## config.mk

```make
export PLATFORM = sky130hd
export DESIGN_NAME = fifo_wr_arbiter
export DESIGN_NICKNAME = d
export VERILOG_FILES = /design/src/rtl/fifo_wr_arbiter.sv
export SDC_FILE = /design/constraint.sdc
export NUM_CORES = 1
export LEC_CHECK = 0
export ABC_AREA = 1
export BUFFER_PORTS_ARGS = -buffer_cell sky130_fd_sc_hd__buf_4
export CAP_MARGIN = 40
export CORE_UTILIZATION = 28
export DETAILED_ROUTE_END_ITERATION = 10
export GPL_TIMING_DRIVEN = 0
export HOLD_SLACK_MARGIN = 0.12
export SLEW_MARGIN = 25
export SYNTH_ARGS = -nofsm -noshare
export SYNTH_HDL_FRONTEND = slang
export SYNTH_SLANG_ARGS = --single-unit
```

## constraint.sdc

```tcl
create_clock -name clk_i -period 1.78 [get_ports clk_i]
set_clock_uncertainty 0.05 [all_clocks]
set_input_delay 0.089 -clock clk_i [delete_from_list [all_inputs] [get_ports clk_i]]
set_output_delay 0.089 -clock clk_i [all_outputs]
set_load 0.005 [all_outputs]
```

## src/rtl/fifo_wr_arbiter.sv

```systemverilog
// Round-robin, burst-based arbiter sharing one async-FIFO write port among NUM_REQ requesters.
// Optional: define FIFO_WR_ARB_STALL_CNT_EN to add a saturating 16-bit full-stall counter (stall_cnt_o).
module fifo_wr_arbiter #(
    parameter int unsigned NUM_REQ   = 4,
    parameter int unsigned DATA_W    = 8,
    parameter int unsigned MAX_BURST = 4,
    parameter int unsigned ID_W      = (NUM_REQ > 1) ? $clog2(NUM_REQ) : 1,
    parameter int unsigned CNT_W     = $clog2(MAX_BURST + 1)
) (
    input  logic                      clk_i,
    input  logic                      rst_i,
    input  logic [NUM_REQ-1:0]        req_i,
    input  logic [NUM_REQ*DATA_W-1:0] data_i,
    output logic [NUM_REQ-1:0]        ack_o,
    input  logic                      fifo_full_i,
    output logic                      fifo_wr_en_o,
    output logic [DATA_W-1:0]         fifo_wr_data_o,
    output logic                      grant_o,
    output logic [ID_W-1:0]           grant_id_o
`ifdef FIFO_WR_ARB_STALL_CNT_EN
    ,
    output logic [15:0]               stall_cnt_o
`endif
);

    typedef enum logic [0:0] {
        ST_IDLE  = 1'b0,
        ST_BURST = 1'b1
    } state_t;

    state_t            state;
    logic [ID_W-1:0]   rr_ptr;
    logic [ID_W-1:0]   grant_id;
    logic [CNT_W-1:0]  beat_cnt;

    logic              pick_found;
    logic [ID_W-1:0]   pick_id;
    logic              req_g;
    logic              beat;
    logic              last_beat;
    logic [ID_W-1:0]   next_ptr;

    // First requesting index found by searching rr_ptr, rr_ptr+1, ... modulo NUM_REQ
    always_comb begin
        int unsigned idx;
        idx        = 0;
        pick_found = 1'b0;
        pick_id    = '0;
        for (int unsigned i = 0; i < NUM_REQ; i++) begin
            idx = (32'(rr_ptr) + i) % NUM_REQ;
            if (!pick_found && req_i[idx]) begin
                pick_found = 1'b1;
                pick_id    = ID_W'(idx);
            end
        end
    end

    // Request of the granted source, selected without a variable bit-select
    always_comb begin
        req_g = 1'b0;
        for (int unsigned k = 0; k < NUM_REQ; k++) begin
            if (grant_id == ID_W'(k)) begin
                req_g = req_i[k];
            end
        end
    end

    assign beat      = (state == ST_BURST) && req_g && !fifo_full_i;
    assign last_beat = beat && (beat_cnt == CNT_W'(MAX_BURST - 1));
    assign next_ptr  = (grant_id == ID_W'(NUM_REQ - 1)) ? '0 : grant_id + ID_W'(1);

    // Accept/write path is combinational so a beat moves in the cycle it is offered
    always_comb begin
        ack_o          = '0;
        fifo_wr_data_o = '0;
        for (int unsigned k = 0; k < NUM_REQ; k++) begin
            if (grant_id == ID_W'(k)) begin
                ack_o[k] = beat;
                if (state == ST_BURST) begin
                    fifo_wr_data_o = data_i[k*DATA_W +: DATA_W];
                end
            end
        end
    end

    assign fifo_wr_en_o = beat;
    assign grant_o      = (state == ST_BURST);
    assign grant_id_o   = grant_id;

    // Burst FSM: grant selection, beat counting and priority rotation on exit
    always_ff @(posedge clk_i or posedge rst_i) begin
        if (rst_i) begin
            state    <= ST_IDLE;
            rr_ptr   <= '0;
            grant_id <= '0;
            beat_cnt <= '0;
        end else begin
            case (state)
                ST_IDLE: begin
                    if (pick_found) begin
                        grant_id <= pick_id;
                        beat_cnt <= '0;
                        state    <= ST_BURST;
                    end
                end
                ST_BURST: begin
                    if (beat) begin
                        beat_cnt <= beat_cnt + CNT_W'(1);
                    end
                    if (last_beat || !req_g) begin
                        rr_ptr <= next_ptr;
                        state  <= ST_IDLE;
                    end
                end
                default: state <= ST_IDLE;
            endcase
        end
    end

`ifdef FIFO_WR_ARB_STALL_CNT_EN
    // Counts granted-but-blocked cycles, saturating
    always_ff @(posedge clk_i or posedge rst_i) begin
        if (rst_i) begin
            stall_cnt_o <= '0;
        end else if ((state == ST_BURST) && req_g && fifo_full_i && (stall_cnt_o != 16'hFFFF)) begin
            stall_cnt_o <= stall_cnt_o + 16'd1;
        end
    end
`endif

endmodule

```

==> summary.txt <==
Routing
  – Met2 wire length: 1.422 mm
  – # DRC: 0
  – Metal-1 WL: 1.507 mm
  – Total Wirelength: 3.125 mm
  – Top layer in use: met4
  – Drt pass-1 iters: 4
  – Vias: 1304
  – Initial DRC Count: 32
  – Via/cell ratio: 4.497
  – Wire length per cell: 10.78 um
  – Post-DRT Antenna Nets: 0
  – DR WL met3: 157 um

Clock tree
  – Clk_lat worst skew: 230 ps
  – Num Clock Sinks: 8
  – Worst-path clk slew: 40 ps
  – Clock buffer depth: 2
  – Root Buffer: clkbuf_8
  – CTS tree: built
  – Clock H-tree levels: 1
  – Cts bufs inserted: 3

Synth
  – Cells after Synth: 177
  – Top post-synthesis cells by count: nand2_1, inv_1, nor2_1, nand3_1
  – Post-Synth XOR/XNOR Area: 0
  – Top cells by area, synth: nand2_1, dfrtp_1, ha_1
  – Yosys top cell by area: nand2_1
  – Top cell type's share of synthesized area: 0.2681
  – Ys async rst share: 1.000
  – Flops & latches, synth: 8
  – Adder-Cell Fraction of Synth Area: 0.07246
  – Largest family of logic cells by synthesized area: simple AND/OR/NAND/NOR gates
  – EDFF count, synth: 0
  – YS warnings: 0
  – Ys flop type: dfrtp_1
  – Netlist cell types: 22
  – Syn_nets: 222
  – Dominant cell by count in the synthesized netlist: nand2_1
  – Sequential cell area fraction in the yosys report: 0.1932
  – Mux contribution to synthesized area: 0
  – Complex-gate fraction of the synthesized area: 0.1304
  – Simple-gate share of the synthesized area: 0.5024
  – Syn Area/Cell: 5.853 um^2
  – Cell Area, Synth: 1036 um^2

Layout
  – Finished Layout Cells: 290
  – # nets final: 291
  – Area Growth Syn to Fin: 66.06%
  – Multi-input logic area: 800.8 um^2
  – Core Util, Final: 0.4998
  – Sequential Area: 203.9 um^2
  – Filler instances: 375
  – Antenna Cells: 0
  – Layout cell share with drive strength beyond 1: 0.4344

Placed design
  – DPL Wire Length: 2.299 mm
  – Post-Place Cells: 277
  – IO Port Bufs: 54
  – Routability cong.: 0.8590

Global route
  – Vias in the first global route: 1151
  – First-pass GRT wire length: 5.092 mm
  – Largest net degree at the start of global routing: 11
  – Initial antenna violation count: 0
  – Overflow left after global routing: 0
  – GRT Resource Usage Total: 0.1601

Setup path
  – CP required: 1640 ps
  – CP endpoint kind: output port
  – Reg2reg path depth: 9
  – CP Launch Type: register
  – Critical path peak fanout: 6
  – Critical Path AT: 1610 ps
  – CP Class: reg -> out

Timing
  – Final Slew Violations: 0
  – Period utilization: 0.9836
  – Least-Margin Pin Slew: 324.0 ps
  – Peak Freq: 571.1 MHz
  – Relative slew slack: 0.7838
  – Post-layout minimum cycle time: 1751 ps
  – Unrepaired setup endpoints after global routing: yes
  – Hold Fails Final Rpt: 0
  – Setup violations, final: 0
  – Hold Worst Slack: 239.3 ps

Floorplan
  – Cell Rows: 21
  – Effective utilization at floorplan: 0.3010
  – Die area: 3947 um^2
  – Die X: 62.83 um
  – Chip height: 62.83 um
  – Core Area: 3442 um^2
  – IO Pins: 55

Power and ir drop
  – Power share of the clock group: 0.081
  – P_sw: 1.352 mW
  – P_int: 1.432 mW
  – Comb pwr share: 0.778
  – PwrDens: 1618 nW/um^2
  – Net switching fraction of the power: 0.4857
  – Worst VDD drop: 0.9574 mV
  – LEAKAGE: 0.9344 nW
  – Reg power frac: 0.141

Hold path
  – Worst Hold Class: in -> reg
  – Hold depth: 5

Job
  – Max Cap Viol: 0

Run status
  – Status: finished, final reports clean
[power by group through the flow]
stage,Sequential (mW),Clock (mW),Combinational (mW)
after global placement,0.355,0,1.84
after floorplan,0.340,0,1.22
final,0.392,0.225,2.17
after detailed placement,0.354,0,1.84
after CTS,0.375,0.229,2.09
after global routing,0.404,0.234,2.42
[per-stage QoR]
step	total power, mW	setup slack [ps]	TNS [ps]	cell area (um^2)
after global routing	3.061	-56.80	-396.4	1720
after detailed placement	2.198	-49.13	-170.4	1499
after floorplan	1.564	199.6	0	1036
final	2.784	29.13	0	1720
after global placement	2.192	-63.15	-231.3	1499
after CTS	2.695	-8.571	-8.571	1683
[logic make-up after synthesis]
kind of cell               Yosys count
AOI/OAI and AO/OA                   21
adders and majority gates            6
buffers and inverters               25
DFF                                  8
and+or+nand+nor                    117
[critical path, cell delays in order (launching register included)]
cell and delay (ps):
dfrtp_2 460, inv_4 70, ha_4 180, a21oi_1 140
nand2_1 70, nand2_2 90, nand3_4 110, inv_4 80
nand2_2 40, inv_2 50, buf_6 80
[layout make-up]
type	instances	share of cell area
Clock buffer	3	0.02400
Buffer	3	0.01745
Multi-Input combinational cell	144	0.4655
Inverter	21	0.05309
Timing Repair Buffer	65	0.2880
Sequential cell	8	0.1185
Tap cell	46	0.03345
[layer usage]
metal	vias up	global-route usage
met5	-	0
met4	0	0.07558
met3	4	0.02372
met2	35	0.2514
met1	561	0.2130
li1	704	-
[cells in the final DEF (no fill, tap or decap), drive strengths merged]
cell type    instances
or2                  3
nor2                17
o211ai               8
clkbuf               4
nand4                2
inv                 21
o21ai                2
dlygate4sd3          1
a21oi                3
dfrtp                8
and2                 1
nand2               81
buf                 66
nand3               13
ha                   6
a31oi                8
[registers in the layout (all words and copies together) (netlist names)]
name        count
beat_cnt        3
grant_o         1
grant_id_o      2
rr_ptr          2
[final timing paths]
| path | startpoint | endpoint | slack [ps] |
|---|---|---|---|
| max in group asynchronous | rst_i | grant_id_o[0]$_DFFE_PP0P_ | 1100 |
| setup reg to reg | grant_id_o[0]$_DFFE_PP0P_ | beat_cnt[0]$_DFFE_PP0P_ | 50 |
| setup / recovery | grant_id_o[0]$_DFFE_PP0P_ | ack_o[3] | 30 |
| min in group asynchronous | rst_i | rr_ptr[0]$_DFFE_PP0P_ | 320 |
| hold reg to reg | beat_cnt[2]$_DFFE_PP0P_ | beat_cnt[2]$_DFFE_PP0P_ | 450 |
| hold / removal | fifo_full_i | beat_cnt[2]$_DFFE_PP0P_ | 240 |
[timing repair]
action | 4_1_cts | 5_1_grt
gates resized for setup | 23 | 14
endpoints found under the hold margin | 8 | 0
endpoints found under the setup margin | 13 | 15
pin swaps | 4 | 7
setup buffers | 8 | 1
gates cloned | 0 | 1
hold buffers | 1 | 0
(Power assumes the default switching activity.)
